$ cat config.mk
export PLATFORM = sky130hd
export DESIGN_NAME = branch_ctrl
export DESIGN_NICKNAME = d
export VERILOG_FILES = /design/src/rtl/branch_pkg.sv /design/src/rtl/branch_cond_eval.sv /design/src/rtl/branch_ctrl.sv
export SDC_FILE = /design/constraint.sdc
export NUM_CORES = 1
export LEC_CHECK = 0
export ABC_AREA = 1
export ABC_CLOCK_PERIOD_IN_PS = 1760
export CORE_ASPECT_RATIO = 0.8
export CORE_MARGIN = 8
export CORE_UTILIZATION = 30
export CTS_CLUSTER_DIAMETER = 40
export DETAILED_ROUTE_END_ITERATION = 16
export PLACE_DENSITY = 0.63
export SYNTH_ARGS = -nofsm -noshare
export SYNTH_HDL_FRONTEND = slang
export SYNTH_SLANG_ARGS = --single-unit
$ cat constraint.sdc
create_clock -name clk -period 1.76 [get_ports clk]
set_input_delay 0.264 -clock clk [delete_from_list [all_inputs] [get_ports clk]]
set_output_delay 0.264 -clock clk [all_outputs]
set_load 0.02 [all_outputs]
$ cat src/rtl/branch_pkg.sv
// Shared types and constants for the ID-stage branch controller.
// Branch class decode is centralised here so the top and evaluator agree.
package branch_pkg;

  typedef enum logic {
    RUN  = 1'b0,
    HOLD = 1'b1
  } state_t;

  typedef enum logic [1:0] {
    NONE   = 2'd0,
    LT     = 2'd1,
    CBZ    = 2'd2,
    UNCOND = 2'd3
  } br_class_t;

  localparam int FLAG_N = 3;
  localparam int FLAG_Z = 2;
  localparam int FLAG_C = 1;
  localparam int FLAG_V = 0;

  // Unconditional wins over the conditional class bits.
  function automatic br_class_t decode_class(input logic uncond,
                                             input logic br_taken,
                                             input logic br_zero);
    br_class_t cls;
    cls = NONE;
    if (uncond)
      cls = UNCOND;
    else if (br_taken)
      cls = br_zero ? CBZ : LT;
    return cls;
  endfunction

endpackage

$ cat src/rtl/branch_cond_eval.sv
// Pure combinational taken/not-taken evaluation for one decoded branch class.
module branch_cond_eval
  import branch_pkg::*;
(
  input  br_class_t  br_class,
  input  logic [3:0] flags,
  input  logic       reg_zero,
  output logic       taken
);

  // Z and C are carried for completeness but no supported branch reads them.
  logic unused_zc;
  assign unused_zc = flags[FLAG_Z] ^ flags[FLAG_C];

  always_comb begin
    taken = 1'b0;
    case (br_class)
      LT:      taken = flags[FLAG_N] ^ flags[FLAG_V];
      CBZ:     taken = reg_zero;
      UNCOND:  taken = 1'b1;
      default: taken = 1'b0;
    endcase
  end

endmodule

$ cat src/rtl/branch_ctrl.sv
// ID-stage branch controller: NZCV register with EX forwarding, CBZ operand
// stall FSM, optional wrong-path flush, saturating taken counter, hold timeout.
//
// state | meaning
// RUN   | normal issue, no stall in progress
// HOLD  | CBZ waiting on its operand; hcnt counts stall cycles
module branch_ctrl
  import branch_pkg::*;
#(
  parameter int CNT_W      = 16,
  parameter int DELAY_SLOT = 1,
  parameter int MAX_HOLD   = 3
) (
  input  logic             clk,
  input  logic             reset,
  input  logic             id_valid,
  input  logic             UncondBr,
  input  logic             brTaken,
  input  logic             brZero,
  input  logic             id_regZero,
  input  logic             id_operandPending,
  input  logic             ex_valid,
  input  logic             ex_setFlags,
  input  logic             ex_negative,
  input  logic             ex_overflow,
  input  logic             ex_carry_out,
  input  logic             ex_zero,
  output logic             TakeBranch,
  output logic             FlushIFID,
  output logic             StallFront,
  output logic [3:0]       flags,
  output logic [CNT_W-1:0] takenCount,
  output logic             holdErr
);

  localparam int HCNT_W = ($clog2(MAX_HOLD + 1) < 2) ? 2 : $clog2(MAX_HOLD + 1);
  localparam logic [HCNT_W-1:0] HOLD_LIMIT = HCNT_W'(MAX_HOLD);

  state_t            state_q, state_d;
  logic [HCNT_W-1:0] hcnt_q;
  logic [3:0]        flags_q;
  logic [3:0]        ex_nzcv;
  logic [3:0]        eff_flags;
  logic [CNT_W-1:0]  count_q;
  logic              herr_q;
  logic              ex_write;
  logic              cond_taken;
  logic              stall;
  logic              take;
  br_class_t         br_class;

  always_comb begin
    ex_nzcv         = 4'b0000;
    ex_nzcv[FLAG_N] = ex_negative;
    ex_nzcv[FLAG_Z] = ex_zero;
    ex_nzcv[FLAG_C] = ex_carry_out;
    ex_nzcv[FLAG_V] = ex_overflow;
  end

  assign ex_write  = ex_valid & ex_setFlags;
  assign eff_flags = ex_write ? ex_nzcv : flags_q;
  assign br_class  = id_valid ? decode_class(UncondBr, brTaken, brZero) : NONE;

  branch_cond_eval u_cond_eval (
    .br_class (br_class),
    .flags    (eff_flags),
    .reg_zero (id_regZero),
    .taken    (cond_taken)
  );

  // Decisions are suppressed while reset is held so a stall drops at once.
  always_comb begin
    state_d = state_q;
    stall   = 1'b0;
    take    = 1'b0;
    if (!reset) begin
      stall = (br_class == CBZ) && id_operandPending;
      take  = cond_taken && !stall;
    end
    case (state_q)
      RUN:     if (stall)  state_d = HOLD;
      HOLD:    if (!stall) state_d = RUN;
      default: state_d = RUN;
    endcase
  end

  always_ff @(posedge clk or posedge reset) begin
    if (reset)
      state_q <= RUN;
    else
      state_q <= state_d;
  end

  // hcnt holds the number of stall cycles already completed for this CBZ.
  always_ff @(posedge clk or posedge reset) begin
    if (reset) begin
      hcnt_q <= '0;
      herr_q <= 1'b0;
    end else begin
      if (stall) begin
        if (hcnt_q != {HCNT_W{1'b1}})
          hcnt_q <= hcnt_q + 1'b1;
      end else begin
        hcnt_q <= '0;
      end
      if ((state_q == HOLD) && stall && (hcnt_q >= HOLD_LIMIT))
        herr_q <= 1'b1;
    end
  end

  always_ff @(posedge clk or posedge reset) begin
    if (reset)
      flags_q <= 4'b0000;
    else if (ex_write)
      flags_q <= ex_nzcv;
  end

  always_ff @(posedge clk or posedge reset) begin
    if (reset)
      count_q <= '0;
    else if (take && !stall && (count_q != {CNT_W{1'b1}}))
      count_q <= count_q + 1'b1;
  end

  assign TakeBranch = take;
  assign FlushIFID  = (DELAY_SLOT == 0) ? take : 1'b0;
  assign StallFront = stall;
  assign flags      = flags_q;
  assign takenCount = count_q;
  assign holdErr    = herr_q;

endmodule

==> metrics.cfg, run 1 <==
[status]
outcome = finished, final reports clean

[route]
route.detailed.drc = 0
drtAntennaViolNets = 0
routedWlPerCell_microns = 12.07
vias = 1521
viasPerCell = 4.680
drtPass1Iterations = 4
drt_iter0_drc = 86
wl_microns = 3924

[synthesis]
synthCells = 209
ys_seq_area_frac = 0.3701
ys_types = 28
syn-cell-area_sq_um = 1623
synth_edf_count = 0
synth-async-reset-ratio = 1.000
synth_nets = 225
ys_ff_latch = 24
ys_warn_count = 0
avgSynthCellArea_sq_um = 7.765
ys.flop_type = dfrtp_1

[floorplan]
die_y_microns = 81.79
dieArea_sq_um = 8034
core_sq_um = 5345
io-pin-count = 38
die_w_microns = 98.23
start_util = 0.3036
num_rows = 24

[critical_path]
rr_endpoint = takenCount[8]
startpoint = takenCount[5]
crit_path_top_delay_cell = clkdlybuf4s50_1
r2r_slack_ns = 0.20
path_class = reg -> out
path_buf_inv = 1
path_cells = clkdlybuf4s50_1
critPathTopFamily = buffers and inverters
cp_num_cells = 1
crit_end = takenCount[5]
critPathArrivalTime_ns = 1.42
worstSetupStartpointType = register
r2r-start = takenCount[1]
worst_ep_required_time_ns = 1.50
endpoint_kind = output port
max_stage_delay_ns = 0.66
r2r.worst_path.cells = 8
crit_fanout = 6

[global_routing]
grt_max_degree = 25
grt-ovfl-total = 0
track_usage = 0.1050
grt_pass1_wl_microns = 6941
first_global_vias = 1479
antenna_found_initial = 0

[timing]
post-route-period-util = 0.9583
finClkSkew_ns = 0.005750
fmaxAchievable_mhz = 592.9
timing.final.max_slew_violations = 0
final_hold_viol_count = 0
setup_viol_count_final = 0
fin_hold_ws_ns = 0.3710
setup_tns_ns = 0
period_needed_ns = 1.687
rsz0062_at_grt = no

[clock_network]
clkTransAtPathRegs_ns = 0.09
clk_latency_ns = 0.28
cts_buffers = 3
htree_levels = 1
post_cts_buffers = 0
cts_tree = yes
clockBufferDepth = 2
clock_sinks = 24
root_buffer = clkbuf_8
postCtsHoldBufs = 0

[job]
maxCapViolations = 0

[placement]
place_area_sq_um = 2140
io_buffers = 36
gp_congestion = 0.8149
dp.final_hpwl_microns = 3037
dp_cells = 321

[pwr]
total_power_uw = 1613
irDropWorstVdd_uv = 203.5
power_density_nw_per_um2 = 727.1
leakage_uw = 0.001063

[min_path]
holdCritPathClass = in -> reg

[layout]
final_common_cell = nand2_1
mostFrequentLayoutCells = 56 x nand2_1, 30 x clkdlybuf4s50_1, 25 x nand2_2
syn_to_final_growth_pct = 36.70
layoutNonFillerInstCount = 325
num_antenna_cells = 0
layout-drive-gt1-share = 0.2462
nNetsFinal = 277
final_cell_area_sq_um = 2218

==> power by group <==
group,leakage [uW],switching (uW),total (uW),internal [uW]
registers,0.000323,77.8,687,609
clock network,0.0000288,192,392,200
logic,0.000711,280,534,254
total,0.00106,550,1610,1060
==> cells by family after synthesis <==
family / Yosys count / share of synthesized area
compound gates: 7 / 0.02775
xor+xnor: 8 / 0.04318
fa+ha+maj: 2 / 0.01542
buf+inv: 27 / 0.07865
flops: 24 / 0.3701
mux: 2 / 0.01388
other cells: 1 / 0.002311
simple gates: 138 / 0.4487
==> cell type report <==
cell class / count / area, sq um
multi-input combinational: 158 / 909.6
timing repair buffer: 52 / 489.2
clock buffer: 4 / 55.05
fill: 563 / 3127
sequential: 24 / 600.6
tap: 65 / 81.33
inverter: 22 / 82.58
==> through the flow <==
| stage | setup slack, ns | util |
|---|---|---|
| 3_5_place_dp | -0.4599 | 0.4003 |
| 5_1_grt | 0.003284 | 0.4150 |
| 3_3_place_gp | -0.4257 | 0.4003 |
| 4_1_cts | -0.05319 | 0.4110 |
| 6_report | 0.07347 | 0.4150 |
| 2_1_floorplan | 0.1303 | - |
==> registers in the layout, indices dropped and copies added, names as in the netlist <==
register and flops:
flags 4, holdErr 1, state_q 1, takenCount 16, hcnt_q 2
==> how the worst min path moves through the flow <==
stage	from	endpoint	depth (start not counted)
floorplan	reset	flags[0]	1
global placement	holdErr	holdErr	1
detailed placement	holdErr	holdErr	1
CTS	reset	hcnt_q[0]	3
global route	ex_setFlags	flags[0]	4
finish	ex_setFlags	flags[0]	4
==> Yosys cell counts, drive strengths merged (2+ instances only) <==
| cell type | number | share of area |
|---|---|---|
| nor2 | 18 | 0.054 |
| nand4 | 23 | 0.089 |
| nand2 | 82 | 0.23 |
| ha | 2 | 0.015 |
| inv | 21 | 0.049 |
| xor2 | 6 | 0.032 |
| nand3 | 14 | 0.066 |
| a21oi | 3 | 0.0092 |
| o21ai | 2 | 0.0085 |
| dfrtp | 24 | 0.37 |
| buf | 4 | 0.023 |
| mux2 | 2 | 0.014 |
| xnor2 | 2 | 0.011 |
==> metal layers <==
metal | track usage | vias to the layer above | wire (microns)
li1 | - | 782 | -
met5 | 0 | - | 0
met3 | 0.03726 | 5 | 250
met4 | 0.02595 | 0 | 30
met2 | 0.1739 | 34 | 1768
met1 | 0.1291 | 700 | 1875
==> repair_timing <==
action | 4_1_cts | 5_1_grt
gates cloned | 0 | 0
pin swaps | 0 | 3
endpoints found under the setup margin | 2 | 3
resized for setup | 9 | 11
Power figures use the tool's default switching activity.
==> run 2: changes to the inputs <==
--- a/config.mk
+++ b/config.mk
@@ -7,11 +7,12 @@
 export LEC_CHECK = 0
 export ABC_AREA = 1
 export ABC_CLOCK_PERIOD_IN_PS = 1760
-export CORE_ASPECT_RATIO = 0.8
+export CORE_ASPECT_RATIO = 1.25
 export CORE_MARGIN = 8
 export CORE_UTILIZATION = 30
 export CTS_CLUSTER_DIAMETER = 40
 export DETAILED_ROUTE_END_ITERATION = 16
+export MAX_ROUTING_LAYER = met4
 export PLACE_DENSITY = 0.63
 export SYNTH_ARGS = -nofsm -noshare
 export SYNTH_HDL_FRONTEND = slang
==> run 2 against run 1 <==
Net effect: global-route usage up 0.42 points; register-to-register slack worse by 0.06 ns; power fell by 4.0%; via count is 0.59% higher; first-iteration DRC count fell by 37%; clock-buffer cell count fell by 1; routed wire length is 4.1% higher; flip-flop and latch count is the same; sequential power is 1% higher; critical path type is now in -> out; largest cell class unchanged.
==> metrics.cfg, run 2 (synthesized netlist as in run 1, its figures left out) <==
[critical_path]
crit_top_cell = buf_4
cp_num_cells = 8  ; +7
rr_endpoint = takenCount[8]
crit_end = TakeBranch
worstSetupStartpointType = input port
crit_path_top_delay_cell = clkdlybuf4s50_1
endpoint_kind = output port
path_class = in -> out
crit_fanout = 4  ; -2
r2r_slack_ns = 0.14  ; -0.06 ns
critPathArrivalTime_ns = 1.45  ; +0.03 ns
path_cells = clkdlybuf4s50_1 > inv_2 > nand4_1 > nor2_2 > buf_4 > nor2_4 > a21boi_2 > buf_4
worst_ep_required_time_ns = 1.50  ; about the same
r2r-start = takenCount[0]
critPathTopFamily = buffers and inverters
path_buf_inv = 4  ; +3
r2r.worst_path.cells = 8  ; unchanged
startpoint = UncondBr
max_stage_delay_ns = 0.47  ; -0.19 ns

[layout]
utilization = 0.4120  ; -0.003056
final_cell_area_sq_um = 2196  ; -1.0%
largest_register_ffs = 16  ; unchanged
layout-drive-gt1-share = 0.2317  ; -0.01449
num_antenna_cells = 0  ; unchanged
mostFrequentLayoutCells = 58 x nand2_1, 29 x clkdlybuf4s50_1, 24 x dfrtp_1
layoutNonFillerInstCount = 323  ; -0.62%
fillers = 573  ; +1.8%
syn_to_final_growth_pct = 35.31
final_common_cell = nand2_1
nNetsFinal = 277  ; unchanged

[clock_network]
cts_buffers = 3  ; unchanged
clock_sinks = 24  ; unchanged
cts_tree = yes
postCtsHoldBufs = 0  ; unchanged
htree_levels = 1  ; unchanged
clk_latency_ns = 0.27  ; about the same
clockBufferDepth = 2  ; unchanged
clkTransAtPathRegs_ns = 0.08  ; about the same
root_buffer = clkbuf_8

[pwr]
power_density_nw_per_um2 = 705.0  ; -3.0%
leakage_uw = 0.001073  ; +0.97%
irDropWorstVdd_uv = 323.5  ; +59%

[global_routing]
antenna_found_initial = 0  ; unchanged
grt-ovfl-total = 0  ; unchanged
track_usage = 0.1092  ; +0.004199
grt_max_degree = 25  ; unchanged
first_global_vias = 1557  ; +5.3%
grt_pass1_wl_microns = 6975  ; +0.49%

[job]
maxCapViolations = 0  ; unchanged

[placement]
place_area_sq_um = 2123  ; -0.76%
gp_congestion = 0.9191  ; +13%
io_buffers = 36  ; unchanged
dp_cells = 318  ; -0.93%
dp.final_hpwl_microns = 3119  ; +2.7%
dp_slack_ns = -0.4925  ; -0.03264 ns

[route]
vias = 1530  ; +0.59%
drt_iter0_drc = 54  ; -37%
viasPerCell = 4.737  ; +1.2%
wl_microns = 4083  ; +4.1%
drtPass1Iterations = 4  ; unchanged
route.detailed.drc = 0  ; unchanged
drtAntennaViolNets = 0  ; unchanged
routedWlPerCell_microns = 12.64  ; +4.7%

[timing]
finalWorstSetupSlack_ns = 0.04713  ; -0.02635 ns
setup_viol_count_final = 0  ; unchanged
rsz0062_at_grt = yes
finClkSkew_ns = 0.003886  ; -0.001864 ns
final_hold_viol_count = 0  ; unchanged
post-route-period-util = 0.9732  ; +0.01497
period_needed_ns = 1.713  ; +0.02635 ns
timing.final.max_slew_violations = 0  ; unchanged
fmaxAchievable_mhz = 583.8  ; -1.5%
setup_tns_ns = 0  ; unchanged

[min_path]
holdCritPathClass = in -> async

[floorplan]
core_sq_um = 5330  ; -0.28%
die_y_microns = 98.23  ; +20%
die_w_microns = 81.79  ; -17%
num_rows = 30  ; +25%
start_util = 0.3045  ; +0.0008552
dieArea_sq_um = 8034  ; unchanged
io-pin-count = 38  ; unchanged

[status]
outcome = finished, final reports clean

run 2: changes by cell type in the layout (fill, tap and decap cells not counted):
cell | before | now
nand2_2 | 25 | 23
a21oi_1 | 2 | 3
buf_4 | 17 | 16
nand2_1 | 56 | 58
dlygate4sd2_1 | 0 | 2
buf_6 | 1 | 0
dlymetal6s2s_1 | 4 | 3
clkbuf_8 | 4 | 3
a21oi_2 | 1 | 0
clkdlybuf4s50_1 | 30 | 29
buf_12 | 0 | 1
buf_2 | 0 | 1
run 2: routing by layer:
layer,routed length [microns],part of all wire,vias to the layer above,global-route usage
met3,274,0.067,4,0.01930
met5,0,0,-,-
li1,-,-,788,-
met4,47,0.012,0,0.04065
met1,1714,0.42,701,0.1232
met2,2047,0.50,37,0.1839
run 2: what timing repair did:
action / in CTS / in global routing
buffers inserted: 1 / 1
gates resized for setup: 10 / 6
pin swaps: 1 / 3
setup endpoints to repair: 2 / 20
run 2: worst min path at each step:
stage | startpoint | to | slack [ns]
final | reset | takenCount[6] | 0.46
after detailed placement | holdErr | holdErr | 0.49
after CTS | reset | hcnt_q[1] | 0.47
after global placement | holdErr | holdErr | 0.45
after floorplan | reset | flags[0] | 0.29
after global routing | reset | hcnt_q[1] | 0.51
run 2: final cells by class:
cell class / instances / area (sq um) / area share
Multi-Input combinational cell: 158 / 900.9 / 0.4103
Inverter: 22 / 82.58 / 0.03761
Tap cell: 64 / 80.08 / 0.03647
Sequential cell: 24 / 600.6 / 0.2735
Clock buffer: 3 / 41.29 / 0.01880
Timing Repair Buffer: 52 / 490.5 / 0.2234
run 2: tightest hold or removal path: cells and delay by family:
family	cells	cell delay (ns)
buffers and inverters	3	0.86
run 2: through the flow:
| stage | hold WS (ns) | power, uW |
|---|---|---|
| 5_1_grt | 0.5115 | 1631 |
| 4_1_cts | 0.4702 | 1560 |
| 3_3_place_gp | 0.4507 | 1230 |
| 6_report | 0.4591 | 1548 |
| 3_5_place_dp | 0.4898 | 1237 |
| 2_1_floorplan | 0.2871 | 999.0 |
run 2: power by group:
part	switching (uW)	leakage [uW]	internal (uW)
combinational	279	0.000729	253
sequential	85.8	0.000323	609
clock	169	0.0000216	153
==> run 3: changes to the inputs <==
--- a/config.mk
+++ b/config.mk
@@ -6,7 +6,7 @@
 export NUM_CORES = 1
 export LEC_CHECK = 0
 export ABC_AREA = 1
-export ABC_CLOCK_PERIOD_IN_PS = 1760
+export ABC_CLOCK_PERIOD_IN_PS = 1900
 export CORE_ASPECT_RATIO = 1.25
 export CORE_MARGIN = 8
 export CORE_UTILIZATION = 30
==> constraint.sdc (replaced) <==
create_clock -name clk -period 1.9 [get_ports clk]
set_input_delay 0.285 -clock clk [delete_from_list [all_inputs] [get_ports clk]]
set_output_delay 0.285 -clock clk [all_outputs]
set_load 0.02 [all_outputs]
==> run 3 against run 2 <==
Net effect: non-clock buffer count is 5 lower; register-to-register slack gained 0.19 ns; sequential share of layout area up 0.59 points; critical endpoint unchanged; largest power group unchanged.
==> metrics.cfg, run 3 (synthesized netlist as in run 1, its figures left out) <==
[status]
outcome = finished, final reports clean

[job]
maxCapViolations = 0  ; unchanged

[clock_network]
cts_buffers = 3  ; unchanged
post_cts_buffers = 0  ; -1
cts_tree = yes
clockBufferDepth = 2  ; unchanged
clkTransAtPathRegs_ns = 0.09  ; about the same
htree_levels = 1  ; unchanged
postCtsHoldBufs = 0  ; unchanged
root_buffer = clkbuf_8
clk_latency_ns = 0.26  ; about the same
cts_resized = 9  ; -1
clock_sinks = 24  ; unchanged

[placement]
dp.final_hpwl_microns = 3008  ; -3.5%
place_area_sq_um = 2101  ; -1.1%
gp_congestion = 0.8623  ; -6.2%
io_buffers = 36  ; unchanged
dp_cells = 315  ; -0.94%

[route]
vias = 1470  ; -3.9%
viasPerCell = 4.608  ; -2.7%
routedWlPerCell_microns = 12.32  ; -2.5%
drt_iter0_drc = 31  ; -43%
wl_microns = 3930  ; -3.7%
drtPass1Iterations = 4  ; unchanged
drtAntennaViolNets = 0  ; unchanged
route.detailed.drc = 0  ; unchanged

[floorplan]
io-pin-count = 38  ; unchanged
start_util = 0.3045  ; unchanged
die_w_microns = 81.79  ; unchanged
die_y_microns = 98.23  ; unchanged
dieArea_sq_um = 8034  ; unchanged
num_rows = 30  ; unchanged
core_sq_um = 5330  ; unchanged

[layout]
final_cell_area_sq_um = 2150  ; -2.1%
layoutNonFillerInstCount = 319  ; -1.2%
layout-drive-gt1-share = 0.2196  ; -0.01205
syn_to_final_growth_pct = 32.46
final_common_cell = nand2_1
largest_register_ffs = 16  ; unchanged
num_antenna_cells = 0  ; unchanged
nNetsFinal = 272  ; -1.8%
mostFrequentLayoutCells = 58 x nand2_1, 32 x clkdlybuf4s50_1, 24 x dfrtp_1

[critical_path]
endpoint_kind = output port
crit_fanout = 3  ; -1
worst_ep_required_time_ns = 1.62  ; +0.12 ns
path_class = in -> out
worstSetupStartpointType = input port
critPathArrivalTime_ns = 1.46  ; about the same

[timing]
finClkSkew_ns = 0.002578  ; -0.001308 ns
setup_viol_count_final = 0  ; unchanged
post-route-period-util = 0.9199
fmaxAchievable_mhz = 572.1
fin_hold_ws_ns = 0.4914  ; +0.03229 ns
rsz0062_at_grt = no
period_needed_ns = 1.748
final_hold_viol_count = 0  ; unchanged
timing.final.max_slew_violations = 0  ; unchanged

[global_routing]
first_global_vias = 1459  ; -6.3%
track_usage = 0.1004  ; -0.008750
grt-ovfl-total = 0  ; unchanged
grt_max_degree = 25  ; unchanged
grt_pass1_wl_microns = 6499  ; -6.8%
antenna_found_initial = 0  ; unchanged

[pwr]
power_density_nw_per_um2 = 679.3  ; -3.6%
irDropWorstVdd_uv = 279.3  ; -14%
leakage_uw = 0.001000  ; -6.8%

[min_path]
holdCritPathClass = in -> async

-- run 3: changes by cell type in the layout (fill, tap and decap cells not counted), sizes merged --
cell,before,now
buf,18,12
dlymetal6s2s,3,0
clkdlybuf4s50,29,32
clkbuf,3,5
-- run 3: cell type report --
class / count / area (sq um)
clock buffer: 4 / 55.05
fill: 547 / 3181
inverter: 22 / 82.58
multi-input combinational: 158 / 900.9
sequential: 24 / 600.6
tap: 64 / 80.08
timing repair buffer: 47 / 430.4
-- run 3: stage by stage --
stage               TNS [ns]  total power, uW  worst slack [ns]  utilization
global route               0             1540           0.05818       0.4033
detailed placement    -2.102             1132           -0.4001       0.3941
floorplan                  0            925.4            0.2703            -
global placement      -1.407             1124           -0.3451       0.3941
CTS                        0             1490           0.02186       0.4054
finish                     0             1460            0.1522       0.4033
-- run 3: path summary, 6_finish.rpt --
check                                 end          start  slack, ns  depth (start not counted)
hold reg to reg                   holdErr        holdErr       0.50                          1
setup reg to reg           takenCount[13]  takenCount[0]       0.33                          7
setup / recovery               TakeBranch        brTaken       0.15                          6
max in group asynchronous        flags[1]          reset       1.17                          3
hold / removal                  hcnt_q[0]          reset       0.49                          3
min in group clk                  holdErr        holdErr       0.50                          1
-- run 3: critical path, cell delays in order --
cell and delay (ns):
clkdlybuf4s50_1 0.50, nand2_1 0.09, a21oi_2 0.19, nand3_4 0.09
a21boi_1 0.13, buf_2 0.18
-- run 3: where the power goes --
group          leakage, uW  total [uW]  switching (uW)  internal, uW
Sequential        0.000323         642            77.8           564
Combinational     0.000649         469             253           215
Clock            0.0000288         350             165           185
-- run 3: metal layers --
layer	share of wire	global-route usage
met1	0.43	0.1142
met2	0.49	0.1724
met3	0.070	0.02206
met4	0.0025	0.02168
met5	0	-
